**config.mk**
```make
export PLATFORM = sky130hd
export DESIGN_NAME = instruction_fetch_flat
export DESIGN_NICKNAME = d
export VERILOG_FILES = /design/src/rtl/riscv_pkg.sv /design/src/rtl/instruction_fetch_if.sv /design/src/rtl/pc_register.sv /design/src/rtl/instruction_fetch.sv /design/src/flat_wrapper.sv
export SDC_FILE = /design/constraint.sdc
export NUM_CORES = 1
export LEC_CHECK = 0
export CAP_MARGIN = 15
export CELL_PAD_IN_SITES_DETAIL_PLACEMENT = 1
export CELL_PAD_IN_SITES_GLOBAL_PLACEMENT = 1
export CORE_MARGIN = 2
export CORE_UTILIZATION = 37
export CTS_CLUSTER_SIZE = 14
export DETAILED_ROUTE_END_ITERATION = 8
export GPL_TIMING_DRIVEN = 0
export PLACE_DENSITY = 0.89
export SYNTH_ARGS = -nofsm -noshare
export SYNTH_HDL_FRONTEND = slang
export SYNTH_SLANG_ARGS = --single-unit
```
**constraint.sdc**
```tcl
create_clock -name clk -period 5.75 [get_ports clk]
set_input_delay 1.4375 -clock clk [delete_from_list [all_inputs] [get_ports clk]]
set_output_delay 1.4375 -clock clk [all_outputs]
set_load 0.01 [all_outputs]
```
**src/rtl/riscv_pkg.sv**
```systemverilog
// Shared RISC-V front-end definitions: reset vector, NOP encoding, opcode
// width and the fetch FSM state encoding.
package riscv_pkg;

  localparam logic [31:0] RESET_PC_DEFAULT = 32'h0040_0000;
  localparam logic [31:0] NOP_INSTR        = 32'h0000_0013;
  localparam int          OPCODE_W         = 7;

  typedef enum logic [1:0] {
    FETCH   = 2'd0,
    HOLD    = 2'd1,
    DISCARD = 2'd2
  } fetch_state_e;

  // Fetch addresses are always word aligned; low bits of a target are dropped.
  function automatic logic [31:0] align_word(input logic [31:0] addr);
    return {addr[31:2], 2'b00};
  endfunction

endpackage

```
**src/rtl/instruction_fetch_if.sv**
```systemverilog
// Instruction-memory, decode-handshake and redirect signals of the fetch stage.
interface instruction_fetch_if;
  import riscv_pkg::*;

  logic                imem_req_o;
  logic [31:0]         imem_addr_o;
  logic                imem_ack_i;
  logic [31:0]         imem_rdata_i;
  logic                instr_valid_o;
  logic                instr_ready_i;
  logic [31:0]         instr_o;
  logic [OPCODE_W-1:0] opcode_o;
  logic [31:0]         pc_o;
  logic                redirect_i;
  logic [31:0]         redirect_pc_i;
  logic                misaligned_o;

  modport master (
    output imem_req_o, imem_addr_o, instr_valid_o, instr_o, opcode_o, pc_o, misaligned_o,
    input  imem_ack_i, imem_rdata_i, instr_ready_i, redirect_i, redirect_pc_i
  );

  modport slave (
    input  imem_req_o, imem_addr_o, instr_valid_o, instr_o, opcode_o, pc_o, misaligned_o,
    output imem_ack_i, imem_rdata_i, instr_ready_i, redirect_i, redirect_pc_i
  );

endinterface

```
**src/rtl/pc_register.sv**
```systemverilog
// Program counter: sequential +4 step or load of a redirect target (load wins).
module pc_register
  import riscv_pkg::*;
#(
  parameter logic [31:0] RESET_PC = RESET_PC_DEFAULT
) (
  input  logic        clk,
  input  logic        reset,
  input  logic        advance,
  input  logic        load,
  input  logic [31:0] target,
  output logic [31:0] pc
);

  // NOTE: state registers use non-blocking assignment so every flop samples
  // pre-edge values regardless of process evaluation order.
  always_ff @(posedge clk or posedge reset) begin
    if (reset) begin
      pc <= RESET_PC;
    end else if (load) begin
      pc <= align_word(target);
    end else if (advance) begin
      pc <= pc + 32'd4;
    end
  end

endmodule

```
**src/rtl/instruction_fetch.sv**
```systemverilog
// Fetch stage: requests words from instruction memory, holds each one until
// decode accepts it, and drops in-flight data when a redirect arrives.
module instruction_fetch
  import riscv_pkg::*;
#(
  parameter logic [31:0] RESET_PC = RESET_PC_DEFAULT
) (
  input  logic                clk,
  input  logic                reset,
  instruction_fetch_if.master bus
);

  fetch_state_e state_q, state_d;
  logic [31:0]  pc, instr_q, pc_q, saved_q, saved_d, load_target;
  logic         pc_load, pc_advance, capture, mis_q;

  pc_register #(.RESET_PC(RESET_PC)) u_pc (
    .clk     (clk),
    .reset   (reset),
    .advance (pc_advance),
    .load    (pc_load),
    .target  (load_target),
    .pc      (pc)
  );

  // NOTE: every signal driven here gets a default first, so no path through
  // the case statement can leave a value unassigned and infer a latch.
  always_comb begin
    state_d           = state_q;
    saved_d           = saved_q;
    load_target       = align_word(bus.redirect_pc_i);
    pc_load           = 1'b0;
    pc_advance        = 1'b0;
    capture           = 1'b0;
    bus.imem_req_o    = 1'b0;
    bus.instr_valid_o = 1'b0;
    unique case (state_q)
      FETCH: begin
        bus.imem_req_o = 1'b1;
        if (bus.redirect_i) begin
          if (bus.imem_ack_i) begin
            pc_load = 1'b1;
          end else begin
            saved_d = align_word(bus.redirect_pc_i);
            state_d = DISCARD;
          end
        end else if (bus.imem_ack_i) begin
          capture = 1'b1;
          state_d = HOLD;
        end
      end
      HOLD: begin
        bus.instr_valid_o = 1'b1;
        if (bus.redirect_i) begin
          pc_load = 1'b1;
          state_d = FETCH;
        end else if (bus.instr_ready_i) begin
          pc_advance = 1'b1;
          state_d    = FETCH;
        end
      end
      DISCARD: begin
        // The stale request stays on the bus; the newest target replaces the saved one.
        bus.imem_req_o = 1'b1;
        if (bus.redirect_i) saved_d = align_word(bus.redirect_pc_i);
        if (bus.imem_ack_i) begin
          pc_load     = 1'b1;
          load_target = saved_d;
          state_d     = FETCH;
        end
      end
      default: state_d = FETCH;
    endcase
  end

  always_ff @(posedge clk or posedge reset) begin
    if (reset) begin
      state_q <= FETCH;
      saved_q <= '0;
      instr_q <= NOP_INSTR;
      pc_q    <= RESET_PC;
      mis_q   <= 1'b0;
    end else begin
      state_q <= state_d;
      saved_q <= saved_d;
      mis_q   <= bus.redirect_i && (bus.redirect_pc_i[1:0] != 2'b00);
      if (capture) begin
        instr_q <= bus.imem_rdata_i;
        pc_q    <= pc;
      end
    end
  end

  assign bus.imem_addr_o  = pc;
  assign bus.instr_o      = instr_q;
  assign bus.pc_o         = pc_q;
  assign bus.opcode_o     = instr_q[OPCODE_W-1:0];
  assign bus.misaligned_o = mis_q;

endmodule
```
**src/flat_wrapper.sv**
```systemverilog
// flat-port wrapper written by rule: the top's interface ports become plain ports
module instruction_fetch_flat import riscv_pkg::*;
#(
  parameter logic [31:0] RESET_PC = RESET_PC_DEFAULT
)
  (clk, reset, bus_imem_req_o, bus_imem_addr_o, bus_instr_valid_o, bus_instr_o, bus_opcode_o, bus_pc_o, bus_misaligned_o, bus_imem_ack_i, bus_imem_rdata_i, bus_instr_ready_i, bus_redirect_i, bus_redirect_pc_i);
  instruction_fetch_if bus_i ();
  input  logic clk;
  input  logic reset;
  output wire logic [$bits(bus_i.imem_req_o)-1:0] bus_imem_req_o;
  output wire logic [$bits(bus_i.imem_addr_o)-1:0] bus_imem_addr_o;
  output wire logic [$bits(bus_i.instr_valid_o)-1:0] bus_instr_valid_o;
  output wire logic [$bits(bus_i.instr_o)-1:0] bus_instr_o;
  output wire logic [$bits(bus_i.opcode_o)-1:0] bus_opcode_o;
  output wire logic [$bits(bus_i.pc_o)-1:0] bus_pc_o;
  output wire logic [$bits(bus_i.misaligned_o)-1:0] bus_misaligned_o;
  input wire logic [$bits(bus_i.imem_ack_i)-1:0] bus_imem_ack_i;
  input wire logic [$bits(bus_i.imem_rdata_i)-1:0] bus_imem_rdata_i;
  input wire logic [$bits(bus_i.instr_ready_i)-1:0] bus_instr_ready_i;
  input wire logic [$bits(bus_i.redirect_i)-1:0] bus_redirect_i;
  input wire logic [$bits(bus_i.redirect_pc_i)-1:0] bus_redirect_pc_i;
  assign bus_imem_req_o = bus_i.imem_req_o;
  assign bus_imem_addr_o = bus_i.imem_addr_o;
  assign bus_instr_valid_o = bus_i.instr_valid_o;
  assign bus_instr_o = bus_i.instr_o;
  assign bus_opcode_o = bus_i.opcode_o;
  assign bus_pc_o = bus_i.pc_o;
  assign bus_misaligned_o = bus_i.misaligned_o;
  assign bus_i.imem_ack_i = bus_imem_ack_i;
  assign bus_i.imem_rdata_i = bus_imem_rdata_i;
  assign bus_i.instr_ready_i = bus_instr_ready_i;
  assign bus_i.redirect_i = bus_redirect_i;
  assign bus_i.redirect_pc_i = bus_redirect_pc_i;
  instruction_fetch #(.RESET_PC(RESET_PC)) u_core (.clk(clk), .reset(reset), .bus(bus_i));
endmodule
```
==> flow_summary.ini, run 1 <==
[floorplanning]
die_y_um = 130
rows = 46
core_um2 = 15700
ioPinCount = 175
start_util_pct = 37.4
dieArea_um2 = 16900
die_w_um = 130

[drt]
vias = 5085
drc = 0
ant_nets = 0
viasPerCell = 5.56
firstDrtPassIters = 6
wl_per_cell_um = 21.5
drt_iter0_drc = 404
wl_um = 19600

[worst_hold_path]
hp-class = reg -> reg

[cts]
cts_made_buffers = 17
path_clk_slew_ns = 0.05
htree_levels = 4
cts-root-buf = clkbuf_16
worstSkewPairLatency_ns = 0.42
clockBufferDepth = 2
cts_resized = 0
ctsHoldBuffers = 0
cts_tree = done
cts.sinks = 125
postCtsSetupBuffers = 0

[yosys]
netlist_instances = 492
syn_area_um2 = 5880
synth_warnings = 0
synth-main-ff-cell = dfrtp_1
netlist-cell-type-count = 59
synth_seq_cells = 125
synthArstFlopShare_pct = 100
synth_seq_area_share_pct = 53.3
synth_area_per_cell_um2 = 12.0
synth-edff-count = 0

[worst_setup_path]
cp_cell_sequence = clkdlybuf4s50_1, buf_2, buf_1, nand2_1, o21ai_0, o21ai_0
critical_path.top_delay_family = buffers and inverters
crit_arrival_ns = 3.85
slowest_delay_ns = 0.59
required_ns = 6.03
end_kind = flip-flop
cp_slowest_cell = clkdlybuf4s50_1
path_class = in -> reg
path_common_cell = o21ai_0
path_max_fanout = 10
start_kind = input pin
crit_buf_inv = 3

[layout]
diodes = 0
multi_input_area_um2 = 2520
fin_cells = 914
drive_above_1_share_pct = 22.8
final_cell_area_um2 = 8500
final-seq-area_um2 = 3130
syn_to_final_growth_pct = 44.6
postLayoutCoreUtil_pct = 54.1
finalNetCount = 755
n_fill_cell = 1620

[timing]
fin_crit_sh_pct = 62.0
finalClockSkew_ns = 0.0114
max_freq_mhz = 280
drv_slew = 0
finalHoldViolations = 0
rsz0062_at_grt = false
tightest_slew_ns = 0.818
setup-violations-final = 0
max-slew-margin-rel_pct = 45.2
layout_min_cycle_time_ns = 3.57
hold_ws_ns = 0.502

[grt]
grt_overflow = 0
use_met1_pct = 27.5
grt-busiest-layer = met2
use_met2_pct = 40.8
antenna_found_initial = 0
first_global_vias = 5478
grt_pass1_wl_um = 30200
met3_usage_pct = 6.56
grt_max_degree = 98
grtUsageTotal_pct = 23.5

[placement]
post_dp_cell_area_um2 = 7900
globalplace.congestion = 0.884
dp_cells = 882
io_buffers = 170
dpl.hpwl_um = 14000

[power_and_ir_drop]
powerDensity_nw_per_um2 = 404
vdd_drop_max_mv = 0.203
p_leak_uw = 0.00338

[run_status]
status = completed

[flow_run]
max_cap_viol_count = 0
-- registers in the layout, summed over array words and instances, names as in the netlist --
name and count:
u_core.saved_q 30, u_core.state_q 2, u_core.u_pc.pc 30, u_core.bus.misaligned_o 1
u_core.bus.pc_o 30, u_core.bus.instr_o 32
-- layout make-up --
type	instances	area share [%]
Buffer	40	2.53
Multi-Input combinational cell	323	29.6
Sequential cell	125	36.9
Timing Repair Buffer	171	20.3
Clock buffer	25	5.83
Tap cell	216	3.18
Inverter	7	0.368
Clock inverter	7	1.30
-- cells in the final DEF, fill, tap and decap left out, drive strengths merged, types with 3 or more instances in the layout --
| cell type | n |
|---|---|
| and3 | 3 |
| nand4 | 13 |
| clkdlybuf4s50 | 170 |
| o211ai | 4 |
| dfstp | 5 |
| xnor2 | 3 |
| a21oi | 11 |
| o21a | 3 |
| o22ai | 10 |
| nor4 | 3 |
| clkbuf | 36 |
| nor3 | 5 |
| a211oi | 3 |
| o221ai | 9 |
| nand2b | 4 |
| xor2 | 6 |
| nand3 | 22 |
| mux2 | 92 |
| conb | 4 |
| buf | 30 |
| nand2 | 26 |
| o311ai | 7 |
| nor2 | 26 |
| o21ai | 11 |
| bufinv | 3 |
| inv | 7 |
| dfrtp | 120 |
| a22oi | 16 |
| or3 | 3 |
| a222oi | 5 |
| clkinv | 4 |
| a22o | 6 |
-- synth_stat cells (all sizes together) (7+ instances only) --
cell | n | area share, %
dfrtp | 120 | 51
mux2 | 92 | 18
buf | 29 | 3.0
nand2 | 26 | 1.7
nor2 | 26 | 1.7
nand3 | 22 | 2.1
a22oi | 16 | 2.0
nand4 | 13 | 1.4
a21oi | 11 | 0.94
clkbuf | 11 | 0.70
o21ai | 11 | 0.94
o22ai | 10 | 1.2
o221ai | 9 | 1.3
inv | 7 | 0.45
o311ai | 7 | 1.0
-- power by group --
group / leakage, µW / switching, µW / internal (µW)
Clock: 0.000301 / 383 / 725
Combinational: 0.00161 / 419 / 596
Sequential: 0.00147 / 200 / 1110
-- routing by layer --
layer	share of wire, %	wire, µm
met4	2.8	544
met1	39	7740
met2	51	10100
met3	6.6	1300
met5	0	0
-- worst paths after layout --
check / startpoint / endpoint / slack [ns] / cells after the start
hold / removal: u_core.bus.instr_o[19] / u_core.bus.instr_o[19] / 0.50 / 1
setup / recovery: bus_redirect_i / u_core.u_pc.pc[5] / 2.18 / 6
max in group asynchronous: reset / u_core.u_pc.pc[22] / 3.60 / 3
setup reg to reg: u_core.state_q[0] / u_core.bus.pc_o[10] / 3.19 / 6
hold reg to reg: u_core.bus.instr_o[19] / u_core.bus.instr_o[19] / 0.50 / 1
min in group asynchronous: reset / u_core.bus.instr_o[19] / 1.38 / 2
-- worst register-to-register path, delay by kind of cell, from the launching register on --
kind                   cells  cell delay, ns
buffers and inverters      3            0.81
and+or+nand+nor            2            0.83
muxes                      1            0.39
DFF                        1            0.40
-- metrics by stage --
step	setup WS, ns	TNS [ns]	power [µW]
floorplan	0.993	0	1720
global placement	-0.624	-73.79	2260
detailed placement	1.86	0	2330
CTS	2.26	0	3450
global route	2.07	0	3580
finish	2.18	0	3430
-- cells by family after synthesis --
family / share of synthesized area, %
adders and majority gates: 0.213
and+or+nand+nor: 10.5
buffers and inverters: 4.11
xor gates and xnor gates: 1.34
DFF: 53.3
other: 0.0638
muxes: 17.8
AOI/OAI and AO/OA: 12.7
No activity file was read; power rests on OpenSTA's default activity.
==> inputs of run 2 (changes only) <==
--- a/config.mk
+++ b/config.mk
@@ -9,11 +9,11 @@
 export CELL_PAD_IN_SITES_DETAIL_PLACEMENT = 1
 export CELL_PAD_IN_SITES_GLOBAL_PLACEMENT = 1
 export CORE_MARGIN = 2
-export CORE_UTILIZATION = 37
+export CORE_UTILIZATION = 33
 export CTS_CLUSTER_SIZE = 14
 export DETAILED_ROUTE_END_ITERATION = 8
 export GPL_TIMING_DRIVEN = 0
-export PLACE_DENSITY = 0.89
+export PLACE_DENSITY = 0.85
 export SYNTH_ARGS = -nofsm -noshare
 export SYNTH_HDL_FRONTEND = slang
 export SYNTH_SLANG_ARGS = --single-unit
==> constraint.sdc (replaced) <==
create_clock -name clk -period 2.9 [get_ports clk]
set_input_delay 0.725 -clock clk [delete_from_list [all_inputs] [get_ports clk]]
set_output_delay 0.725 -clock clk [all_outputs]
set_load 0.01 [all_outputs]
==> run 2 against run 1 <==
Critical path depth unchanged. Largest cell class unchanged. Highest routed layer unchanged. Critical path type unchanged. Core utilization fell by 4.7 points. Routed wire length down 5.2%.
==> flow_summary.ini, run 2 (same netlist as run 1, synthesis figures left out) <==
[power_and_ir_drop]
vdd_drop_max_mv = 0.455
swShare_pct = 29.2
power_frac_comb_pct = 29.7
pwr-share-seq_pct = 38.3
p_sw_uw = 1970
clockPowerShare_pct = 32.0
p_int_uw = 4780
design_power_total_uw = 6740
powerDensity_nw_per_um2 = 787
p_leak_uw = 0.00339

[layout]
finalNetCount = 758
diodes = 0
final_cell_mix = clkdlybuf4s50_1 (170), dfrtp_1 (120), mux2_2 (89), nand2_1 (26), nor2_1 (26)
drive_above_1_share_pct = 23.4
layout_commonest_cell = clkdlybuf4s50_1
final_cell_area_um2 = 8570
syn_to_final_growth_pct = 45.7
postLayoutCoreUtil_pct = 49.4
largest_register_ffs = 32

[grt]
grt_pass1_wl_um = 28800
antenna_found_initial = 0
first_global_vias = 5344
use_met2_pct = 34.0
use_met1_pct = 24.1
grt_overflow = 0
grt_max_degree = 36
met3_usage_pct = 5.48
grtUsageTotal_pct = 20.1
grt-busiest-layer = met2

[worst_setup_path]
crit_arrival_ns = 3.05
path_class = in -> reg
path_max_fanout = 10
end_kind = flip-flop
required_ns = 3.20
ff2ff_path_depth = 6
start_kind = input pin

[cts]
htree_levels = 4
ctsHoldBuffers = 0
clockBufferDepth = 2
cts.sinks = 125
postCtsSetupBuffers = 0
cts_tree = done
cts_made_buffers = 17
cts_resized = 0
cts-root-buf = clkbuf_16
path_clk_slew_ns = 0.05
worstSkewPairLatency_ns = 0.42

[drt]
wl_um = 18600
drt_iter0_drc = 242
firstDrtPassIters = 5
ant_nets = 0
viasPerCell = 5.41
drc = 0
vias = 5010
wl_per_cell_um = 20.1

[placement]
io_buffers = 170
post_dp_cell_area_um2 = 7970
globalplace.congestion = 0.878
post-place-ws_ns = -0.273
dpl.hpwl_um = 14300

[floorplanning]
ioPinCount = 175
dieArea_um2 = 18900
rows = 48
die_y_um = 137
core_um2 = 17400
die_w_um = 137
start_util_pct = 33.9

[timing]
finalClockSkew_ns = 0.00795
fin_crit_sh_pct = 94.8
layout_min_cycle_time_ns = 2.75
finalHoldViolations = 0
max_freq_mhz = 364
fin_ws_ns = 0.151
max-slew-margin-rel_pct = 41.3
drv_slew = 0
tightest_slew_ns = 0.876
setup-violations-final = 0
rsz0062_at_grt = false

[run_status]
status = completed

[worst_hold_path]
hp-class = reg -> reg
min_path_cells = 1

[flow_run]
max_cap_viol_count = 0
run 2: changes by cell type in the layout (fill, tap and decap cells not counted):
cell,delta
inv_6,-1
clkbuf_8,-2
clkinvlp_4,+4
clkbuf_1,-2
clkinv_4,+1
buf_12,+3
run 2: power groups by stage:
| stage | Clock, µW | Sequential, µW | Combinational, µW |
|---|---|---|---|
| 2_1_floorplan | 0 | 2670 | 736 |
| 3_3_place_gp | 0 | 2570 | 1920 |
| 3_5_place_dp | 0 | 2620 | 2010 |
| 4_1_cts | 2210 | 2590 | 2020 |
| 5_1_grt | 2280 | 2650 | 2130 |
| 6_report | 2160 | 2580 | 2000 |
run 2: final cells by class:
cell class              instances  area (µm²)
repair buffers                174        1790
clock inverters                11         141
plain buffers                  40         215
flip-flops and latches        125        3130
fillers                      1815        8790
clock buffers                  21         460
inverters                       7        30.0
well taps                     225         282
multi-input cells             323        2520
run 2: path summary, 6_finish.rpt:
kind	startpoint	end	slack, ns
setup / recovery	bus_imem_ack_i	u_core.bus.instr_o[15]	0.15
hold / removal	u_core.bus.instr_o[16]	u_core.bus.instr_o[16]	0.49
setup reg to reg	u_core.state_q[0]	u_core.bus.instr_o[15]	0.39
hold reg to reg	u_core.bus.instr_o[16]	u_core.bus.instr_o[16]	0.49
max in group asynchronous	reset	u_core.saved_q[12]	1.36
min in group asynchronous	reset	u_core.bus.pc_o[19]	0.64
run 2: per-stage QoR:
step / std cells / TNS (ns) / hold WS, ns
floorplan: 495 / 0 / 0.480
global placement: 890 / -66.57 / 0.468
detailed placement: 894 / -16.37 / 0.487
CTS: 926 / 0 / 0.500
global route: 926 / 0 / 0.519
finish: 926 / 0 / 0.492
run 2: metal layers:
layer,up-vias,share of wire (%)
li1,2234,-
met1,2498,41
met2,235,49
met3,43,6.8
met4,0,2.7
met5,-,0
run 2: worst max-delay path: stages:
cell             delay [ns]
clkdlybuf4s50_1        0.57
nand2b_1               0.09
buf_2                  0.21
nor3_2                 0.68
buf_2                  0.39
mux2_2                 0.37
==> inputs of run 3 (changes only) <==
--- a/config.mk
+++ b/config.mk
@@ -9,11 +9,12 @@
 export CELL_PAD_IN_SITES_DETAIL_PLACEMENT = 1
 export CELL_PAD_IN_SITES_GLOBAL_PLACEMENT = 1
 export CORE_MARGIN = 2
-export CORE_UTILIZATION = 33
+export CORE_UTILIZATION = 35
 export CTS_CLUSTER_SIZE = 14
 export DETAILED_ROUTE_END_ITERATION = 8
 export GPL_TIMING_DRIVEN = 0
 export PLACE_DENSITY = 0.85
 export SYNTH_ARGS = -nofsm -noshare
 export SYNTH_HDL_FRONTEND = slang
+export SYNTH_HIERARCHICAL = 1
 export SYNTH_SLANG_ARGS = --single-unit
==> run 3 against run 2 <==
Worst hold slack better by 0.012 ns. Cell count fell by 3.7%. Largest power group unchanged. Largest cell class unchanged. Register-to-register slack gained 0.09 ns. Setup slack worse by 0.097 ns. Non-clock buffer count down 3. Sequential cell count rose by 2. Critical path depth rose by 1. Sequential power is essentially flat. Maximum frequency shrank 3.4%.
==> flow_summary.ini, run 3 <==
[power_and_ir_drop]
p_sw_uw = 1890
pwr-share-seq_pct = 38.2
swShare_pct = 27.6
power_frac_comb_pct = 31.3
powerDensity_nw_per_um2 = 758
vdd_drop_max_mv = 0.391
p_leak_uw = 0.00379
clockPowerShare_pct = 30.5
p_int_uw = 4950

[timing]
drv_slew = 0
rsz0062_at_grt = false
fin_crit_sh_pct = 98.1
tns_ns = 0
layout_min_cycle_time_ns = 2.85
tightest_slew_ns = 0.655
finalClockSkew_ns = 0.00770
setup-violations-final = 0
finalHoldViolations = 0
hold_ws_ns = 0.505
max_freq_mhz = 351
max-slew-margin-rel_pct = 56.0

[worst_setup_path]
path_max_fanout = 10
slowest_delay_ns = 0.61
crit_arrival_ns = 3.09
cp_slowest_cell = clkdlybuf4s50_1
start_kind = input pin
cp_cell_sequence = clkdlybuf4s50_1, nor2_2, a211oi_1, clkinv_1, clkbuf_1, nor2_1, a31oi_1
required_ns = 3.15
path_class = in -> reg
end_kind = flip-flop

[cts]
worstSkewPairLatency_ns = 0.41
cts_made_buffers = 17
path_clk_slew_ns = 0.05
cts_tree = done
postCtsSetupBuffers = 0
cts-root-buf = clkbuf_16
htree_levels = 4
cts_resized = 0
clockBufferDepth = 2
cts.sinks = 127
ctsHoldBuffers = 0

[layout]
final_cell_mix = clkdlybuf4s50_1 (172), dfrtp_1 (122), mux2_4 (96), nand2_1 (28), mux2_2 (25)
diodes = 0
layout_commonest_cell = clkdlybuf4s50_1
n_fill_cell = 1791
syn_to_final_growth_pct = 42.0
final_cell_area_um2 = 9020
drive_above_1_share_pct = 29.4
finalNetCount = 720
postLayoutCoreUtil_pct = 50.4
fin_cells = 892

[placement]
globalplace.congestion = 0.796
dpl.hpwl_um = 13300
post_dp_cell_area_um2 = 8440
io_buffers = 172
dp_cells = 860

[grt]
first_global_vias = 5021
grtUsageTotal_pct = 18.6
grt_overflow = 0
grt_pass1_wl_um = 28600
grt_max_degree = 42
antenna_found_initial = 0

[yosys]
synth_area_per_cell_um2 = 14.0
synth_warnings = 6
netlist_instances = 454
syn_area_um2 = 6350

[drt]
drt_iter0_drc = 202
drc = 0
ant_nets = 0
viasPerCell = 5.01
wl_um = 17700
vias = 4473
firstDrtPassIters = 4
wl_per_cell_um = 19.8

[floorplanning]
dieArea_um2 = 19200
rows = 49
die_y_um = 139
start_util_pct = 35.5
ioPinCount = 175
die_w_um = 139
core_um2 = 17900

[flow_run]
max_cap_viol_count = 0

[run_status]
status = completed

[worst_hold_path]
hp-class = reg -> reg
-- run 3: per-stage QoR --
step                worst slack, ns  total power (µW)
floorplan                     0.259              3600
global placement             -0.875              4670
detailed placement           -0.255              4790
CTS                           0.147              6920
global route                0.00298              7160
finish                       0.0549              6840
-- run 3: power by group through the flow --
stage          clock network, µW  logic (µW)  registers (µW)
6_report                    2080        2140            2610
5_1_grt                     2220        2260            2680
4_1_cts                     2140        2170            2620
3_5_place_dp                   0        2150            2640
3_3_place_gp                   0        2070            2600
2_1_floorplan                  0         890            2710
-- run 3: worst paths after layout --
path / cells past startpoint / startpoint / slack (ns) / to
worst max-delay path: 7 / bus_redirect_i / 0.05 / u_core/u_pc/pc[21]
worst min-delay path: 1 / u_core/bus.instr_o[27] / 0.50 / u_core/bus.instr_o[27]
worst max register to register: 7 / u_core/state_q[0] / 0.48 / u_core/u_pc/pc[22]
worst min register to register: 1 / u_core/bus.instr_o[27] / 0.50 / u_core/bus.instr_o[27]
max in group asynchronous: 4 / reset / 1.25 / u_core/saved_q[29]
min in group asynchronous: 2 / reset / 0.72 / u_core/u_pc/pc[8]
-- run 3: worst max-delay path: cells and delay by family --
kind                   cells  cell delay [ns]
AO/OA/AOI/OAI              2             0.64
AND/OR/NAND/NOR            2             0.31
buffers and inverters      3             1.42
-- run 3: area by class of cell --
| type | count | area, µm² | area share, % |
|---|---|---|---|
| Inverter | 5 | 22.5 | 0.250 |
| Multi-Input combinational cell | 288 | 2790 | 30.9 |
| Clock inverter | 6 | 80.1 | 0.888 |
| Tap cell | 229 | 287 | 3.18 |
| Clock buffer | 26 | 499 | 5.54 |
| Buffer | 35 | 364 | 4.04 |
| Timing Repair Buffer | 176 | 1790 | 19.9 |
| Sequential cell | 127 | 3180 | 35.3 |
-- run 3: metal layers --
layer | vias up | global-route usage (%) | routed length (µm)
li1 | 2029 | - | -
met4 | 0 | 6.91 | 304
met2 | 132 | 32.2 | 9070
met1 | 2284 | 23.3 | 7450
met5 | - | 0 | 0
met3 | 28 | 3.59 | 840
